<file path="config.mk">
export PLATFORM = sky130hd
export DESIGN_NAME = spi_ram_ctrl
export DESIGN_NICKNAME = d
export VERILOG_FILES = /design/src/rtl/spi_ram_pkg.sv /design/src/rtl/sp_ram.sv /design/src/rtl/spi_ram_ctrl.sv
export SDC_FILE = /design/constraint.sdc
export NUM_CORES = 2
export LEC_CHECK = 0
export ABC_AREA = 1
export BUFFER_PORTS_ARGS = -buffer_cell sky130_fd_sc_hd__buf_4
export CAP_MARGIN = 25
export CELL_PAD_IN_SITES_DETAIL_PLACEMENT = 0
export CELL_PAD_IN_SITES_GLOBAL_PLACEMENT = 1
export CORE_MARGIN = 5
export CORE_UTILIZATION = 58
export CTS_BUF_LIST = sky130_fd_sc_hd__clkbuf_8
export CTS_CLUSTER_SIZE = 16
export DETAILED_ROUTE_END_ITERATION = 8
export GPL_TIMING_DRIVEN = 1
export PLACE_DENSITY_LB_ADDON = 0.1
export SYNTH_ARGS = -nofsm -noshare
export SYNTH_HDL_FRONTEND = slang
export SYNTH_SLANG_ARGS = --single-unit
</file>
<file path="constraint.sdc">
create_clock -name clk -period 4.6 [get_ports clk]
set_clock_uncertainty 0.1 [all_clocks]
set_input_delay 0.23 -clock clk [delete_from_list [all_inputs] [get_ports clk]]
set_output_delay 0.23 -clock clk [all_outputs]
set_load 0.02 [all_outputs]
</file>
<file path="src/rtl/spi_ram_pkg.sv">
// Shared command codes and read-FSM encodings for the SPI command RAM.
package spi_ram_pkg;

  localparam logic [1:0] CMD_WR_ADDR = 2'b00;
  localparam logic [1:0] CMD_WR_DATA = 2'b01;
  localparam logic [1:0] CMD_RD_ADDR = 2'b10;
  localparam logic [1:0] CMD_RD_DATA = 2'b11;

  typedef enum logic [1:0] {
    RD_IDLE  = 2'd0,
    RD_ADDR  = 2'd1,
    RD_FETCH = 2'd2,
    RD_SEND  = 2'd3
  } rd_state_e;

endpackage

</file>
<file path="src/rtl/sp_ram.sv">
// DEPTH x 8 storage array: one synchronous write and one registered read per
// cycle. A read and a write to the same entry on the same edge returns the
// old contents. No reset: contents are undefined after power-up.
module sp_ram #(
  parameter int DEPTH = 256,
  parameter int AW    = 8
) (
  input  logic          clk,
  input  logic          we_i,
  input  logic [AW-1:0] waddr_i,
  input  logic [7:0]    wdata_i,
  input  logic          re_i,
  input  logic [AW-1:0] raddr_i,
  output logic [7:0]    rdata_o
);

  logic [7:0] mem_q [DEPTH];
  logic [7:0] rdata_q;

  // Non-blocking read and write on the same edge give read-before-write.
  always_ff @(posedge clk) begin
    if (we_i) mem_q[waddr_i] <= wdata_i;
    if (re_i) rdata_q <= mem_q[raddr_i];
  end

  assign rdata_o = rdata_q;

endmodule

</file>
<file path="src/rtl/spi_ram_ctrl.sv">
// Command decoder + RAM behind an SPI slave: address/data write commands,
// a read FSM that fetches one byte and holds tx_valid for TX_HOLD cycles.
module spi_ram_ctrl
  import spi_ram_pkg::*;
#(
  parameter int MEM_DEPTH = 256,
  parameter int ADDR_SIZE = 8,
  parameter int TX_HOLD   = 8,
  parameter int AUTO_INC  = 0
) (
  input  logic       clk,
  input  logic       rst,
  input  logic [9:0] rx_data,
  input  logic       rx_valid,
  output logic [7:0] tx_data,
  output logic       tx_valid,
  output logic       cmd_err
);

  localparam int AW = $clog2(MEM_DEPTH);
  localparam int CW = $clog2(TX_HOLD + 1);

  rd_state_e            st_q, st_d;
  logic [ADDR_SIZE-1:0] wr_addr_q, wr_addr_d, rd_addr_q, rd_addr_d;
  logic                 wr_vld_q, wr_vld_d;
  logic [CW-1:0]        cnt_q, cnt_d;
  logic [7:0]           tx_data_q, tx_data_d;
  logic                 tx_valid_q, tx_valid_d;
  logic                 err_q, err_d;
  logic                 wr_en;
  logic [7:0]           ram_q;

  logic [1:0] cmd;
  logic [7:0] pl;
  logic       pl_ok;

  assign cmd   = rx_data[9:8];
  assign pl    = rx_data[7:0];
  assign pl_ok = ({1'b0, pl} < 9'(MEM_DEPTH));

  function automatic logic [ADDR_SIZE-1:0] wrap_inc(input logic [ADDR_SIZE-1:0] a);
    return (a == ADDR_SIZE'(MEM_DEPTH - 1)) ? '0 : a + 1'b1;
  endfunction

  // Command decode, read FSM next state, hold counter and output next values.
  always_comb begin
    st_d       = st_q;
    wr_addr_d  = wr_addr_q;
    rd_addr_d  = rd_addr_q;
    wr_vld_d   = wr_vld_q;
    cnt_d      = cnt_q;
    tx_data_d  = tx_data_q;
    tx_valid_d = (st_q == RD_SEND);
    err_d      = 1'b0;
    wr_en      = 1'b0;

    if (rx_valid) begin
      case (cmd)
        CMD_WR_ADDR: begin
          if (pl_ok) begin
            wr_addr_d = ADDR_SIZE'(pl);
            wr_vld_d  = 1'b1;
          end else err_d = 1'b1;
        end
        CMD_WR_DATA: begin
          if (wr_vld_q) begin
            wr_en = 1'b1;
            if (AUTO_INC != 0) wr_addr_d = wrap_inc(wr_addr_q);
          end else err_d = 1'b1;
        end
        CMD_RD_ADDR: begin
          if (pl_ok && (st_q == RD_IDLE || st_q == RD_ADDR)) begin
            rd_addr_d = ADDR_SIZE'(pl);
            st_d      = RD_ADDR;
          end else err_d = 1'b1;
        end
        CMD_RD_DATA: begin
          if (st_q == RD_ADDR) st_d = RD_FETCH;
          else err_d = 1'b1;
        end
      endcase
    end

    // RD commands are rejected in FETCH/SEND, so these never collide with decode.
    case (st_q)
      RD_FETCH: begin
        cnt_d = CW'(TX_HOLD);
        st_d  = RD_SEND;
      end
      RD_SEND: begin
        if (cnt_q == CW'(TX_HOLD)) tx_data_d = ram_q;
        cnt_d = cnt_q - 1'b1;
        if (cnt_q == CW'(1)) begin
          if (AUTO_INC != 0) begin
            st_d      = RD_ADDR;
            rd_addr_d = wrap_inc(rd_addr_q);
          end else st_d = RD_IDLE;
        end
      end
      default: ;
    endcase
  end

  // State and output registers; reset aborts any fetch or hold immediately.
  always_ff @(posedge clk or posedge rst) begin
    if (rst) begin
      st_q       <= RD_IDLE;
      wr_addr_q  <= '0;
      rd_addr_q  <= '0;
      wr_vld_q   <= 1'b0;
      cnt_q      <= '0;
      tx_data_q  <= '0;
      tx_valid_q <= 1'b0;
      err_q      <= 1'b0;
    end else begin
      st_q       <= st_d;
      wr_addr_q  <= wr_addr_d;
      rd_addr_q  <= rd_addr_d;
      wr_vld_q   <= wr_vld_d;
      cnt_q      <= cnt_d;
      tx_data_q  <= tx_data_d;
      tx_valid_q <= tx_valid_d;
      err_q      <= err_d;
    end
  end

  sp_ram #(.DEPTH(MEM_DEPTH), .AW(AW)) u_ram (
    .clk     (clk),
    .we_i    (wr_en),
    .waddr_i (wr_addr_q[AW-1:0]),
    .wdata_i (pl),
    .re_i    (st_q == RD_FETCH),
    .raddr_i (rd_addr_q[AW-1:0]),
    .rdata_o (ram_q)
  );

  assign tx_data  = tx_data_q;
  assign tx_valid = tx_valid_q;
  assign cmd_err  = err_q;

endmodule

</file>
==> flow_summary.yaml <==
clock_tree:
  clock_sinks: 2089
  htree_num_levels: 5
  cts_resized: 0
  tritoncts: "done"
  cts_root_buffer: "clkbuf_8"
  clock_path_buffers: 4
  postCtsSetupRepairBufs: 0
  clkTransAtPathRegs_ns: 0.06
  cts_hold_buf: 18
  clk_latency_ns: 1.02
  numCtsBuffers: 346
routing:
  via_per_inst: 5.937
  ant_nets: 0
  wl_microns: 230000
  drc_errors: 0
  wl_per_cell_microns: 24.55
  first_iter_violations: 6585
  via_count: 55630
  drtPass1Iterations: 6
grt:
  grt-ovfl-total: 0
  grt_max_degree: 170
  grt_antenna_before_repair: 5
  grt_pass1_vias: 52730
  grt_pass1_wl_microns: 340800
  grtUsageTotal: 0.2990
logic_synthesis:
  async_flop_share: 0.01580
  synth_common_cells: "nand2_1 (2150), edfxtp_1 (2056), nand3_1 (2023)"
  syn_area_sq_mm: 0.08459
  ys_ff_latch: 2089
  yosysSeqAreaShare: 0.7396
  ys_warn_count: 0
  synth_edf_count: 2056
  synth_top_area_share: 0.7299
  synth_area_per_cell_sq_um: 11.92
  post-synth-top-area-cell: "edfxtp_1"
  yosysMostFrequentCell: "nand2_1"
  synthCells: 7094
  synth.distinct_cells: 22
  synth_ff_type: "edfxtp_1"
  syn-num-nets: 7109
  synthTopCellsByArea: "edfxtp_1 (73%), nand3_1 (12%), nand2_1 (9.5%)"
sta:
  rsz0062_at_grt: "no"
  hold_violations: 0
  fin_crit_sh: 0.7841
  tightest_slew_ns: 1.157
  finalSetupViolations: 0
  slew_headroom: 0.2285
  max_freq_ghz: 0.2772
  setup_tns_ns: 0
  slew_viol_final: 0
  fin_crit_ns: 3.607
worst_setup_path:
  path_buf_inv: 4
  worst_setup_path_end_kind: "flip-flop"
  slowest_delay_ns: 0.99
  crit_path_start_kind: "input port"
  required_ns: 5.12
  crit_type: "input port to flip-flop"
  critPathTopFamily: "simple AND/OR/NAND/NOR gates"
  crit_slowest_cell: "nor2_1"
  critPathMaxFanout: 16
  crit_arrival_ns: 4.13
  path_cells: "dlygate4sd3_1 -> buf_4 -> dlygate4sd3_1 -> nand3_1 -> nor2_1 -> inv_1 -> nor3_1 -> nand2_2 -> nor2_1"
placement:
  place_inst: 8750
  hpwlAfterDp_microns: 125900
  place_congestion: 0.8774
  port-buffer-count: 22
floorplanning:
  rows: 140
  initial_core_util: 0.5818
  io_pins: 23
  fp.coreArea_sq_mm: 0.1454
  die_w_microns: 391.9
  dieArea_sq_mm: 0.1536
  die_h_microns: 391.9
final_layout:
  finalNonFillerCells: 9370
  fill_cells: 11140
  syn_to_final_growth_pct: 10.18
  drive_above_1_share: 0.08616
  fin_nets: 7216
pwr:
  p_per_area_mw_per_mm2: 576.6
  cellLeakagePower_nw: 33.12
  ir_drop_mv: 0.6441
worst_hold_path:
  hold_class: "input port to flip-flop"
job:
  maxCapViolCount: 0
status:
  status: "finished, final reports clean"
## cell usage in the layout (no fill, tap or decap), types with 2 or more instances in the layout
cell type      count
diode_2            2
nor3_1             3
inv_8              2
clkinv_1          83
nand2_2           16
clkbuf_8         355
clkinvlp_4         2
clkinv_2          21
edfxtp_1        2056
buf_12            46
a21oi_1            2
o21ai_0           20
inv_1            167
nand3_1         2023
buf_4            162
nor2_1           269
ha_1               2
buf_6              7
nand4_1            2
buf_8              8
nand2_1         2134
dfrtp_1           28
dfrtp_4            4
dlygate4sd3_1     18
mux2_2             8
bufinv_16          5
## state kept, by name, indices dropped and copies added (netlist names)
signal and cells:
u_ram.rdata_o 8, wr_addr_q 8, rd_addr_q 8, tx_valid 1, st_q 2, cnt_q 4, wr_vld_q 1, u_ram.mem_q 2048
cmd_err 1, tx_data 8
## report_power, final
group,internal [W],leakage [nW],switching (W)
combinational,0.00485,10.7,0.0129
clock,0.00736,3.54,0.00709
sequential,0.0211,18.9,0.000404
## stage by stage
step | util | cell area (sq um) | hold slack [ns] | total power (W) | worst slack [ns]
after floorplan | - | 84590 | 0.2289 | 0.03321 | 2.510
after global placement | 0.5977 | 86890 | 0.2537 | 0.03935 | 0.9432
after detailed placement | 0.5985 | 87020 | 0.2695 | 0.03949 | 1.013
after CTS | 0.6407 | 93160 | 0.1612 | 0.05380 | 0.9869
after global routing | 0.6410 | 93200 | 0.1768 | 0.05635 | 0.8394
final | 0.6410 | 93200 | 0.1909 | 0.05373 | 0.9931
## kinds of logic (layout without fill, tap and decap cells)
logic type | after synthesis | after routing | synth area share
adder cells (fa/ha/maj) | 2 | 2 | 0.0002958
flip-flops | 2089 | 2089 | 0.7396
AO/OA/AOI/OAI | 24 | 24 | 0.001479
multiplexers | 8 | 8 | 0.001065
AND/OR/NAND/NOR | 4447 | 4447 | 0.2274
buffers and inverters | 524 | 881 | 0.03016
other | 0 | 2 | 0
## worst reg2reg max path, stage by stage, from the launching register on
cell	delay, ns
dfrtp_4	0.70
inv_16	0.48
buf_12	0.50
nand2_1	0.16
nand3_1	0.08
nand3_1	0.12
nand3_1	0.18
nand3_1	0.14
nand3_1	0.38
nand3_1	0.32
nand2_1	0.15
nand2_1	0.07
nand2_1	0.07
## path summary, 6_finish.rpt
path                                           from                       endpoint  slack, ns  cells past startpoint
max                                      rx_data[8]  u_ram.mem_q[132][4]$_DFFE_PP_       0.99                      9
min                                      rx_data[2]  u_ram.mem_q[126][2]$_DFFE_PP_       0.19                      2
max in group asynchronous                       rst       rd_addr_q[3]$_DFFE_PP0P_       3.60                      5
min reg2reg                    wr_vld_q$_DFFE_PP0P_           wr_vld_q$_DFFE_PP0P_       0.40                      2
min in group asynchronous                       rst             tx_valid$_DFF_PP0_       0.42                      5
max reg2reg                rd_addr_q[0]$_DFFE_PP0P_     u_ram.rdata_o[1]$_DFFE_PP_       1.01                     12
## per-layer routing
layer,global-route usage,up-vias,wire (microns)
met3,0.05729,411,19280
met4,0.1001,2,7701
met1,0.4297,27240,94800
li1,-,25450,-
met2,0.4672,2527,108200
met5,0,-,13
## final cells by class
type | instances | area (sq um) | area share
diodes | 2 | 5.005 | 0.00005370
clock buffers | 354 | 4872 | 0.05228
clock inverters | 244 | 1086 | 0.01165
inverters | 40 | 183.9 | 0.001974
multi-input cells | 4481 | 19510 | 0.2094
flip-flops and latches | 2089 | 62580 | 0.6715
well taps | 1917 | 2399 | 0.02574
repair buffers | 243 | 2557 | 0.02744
Power figures use the tool's default switching activity.
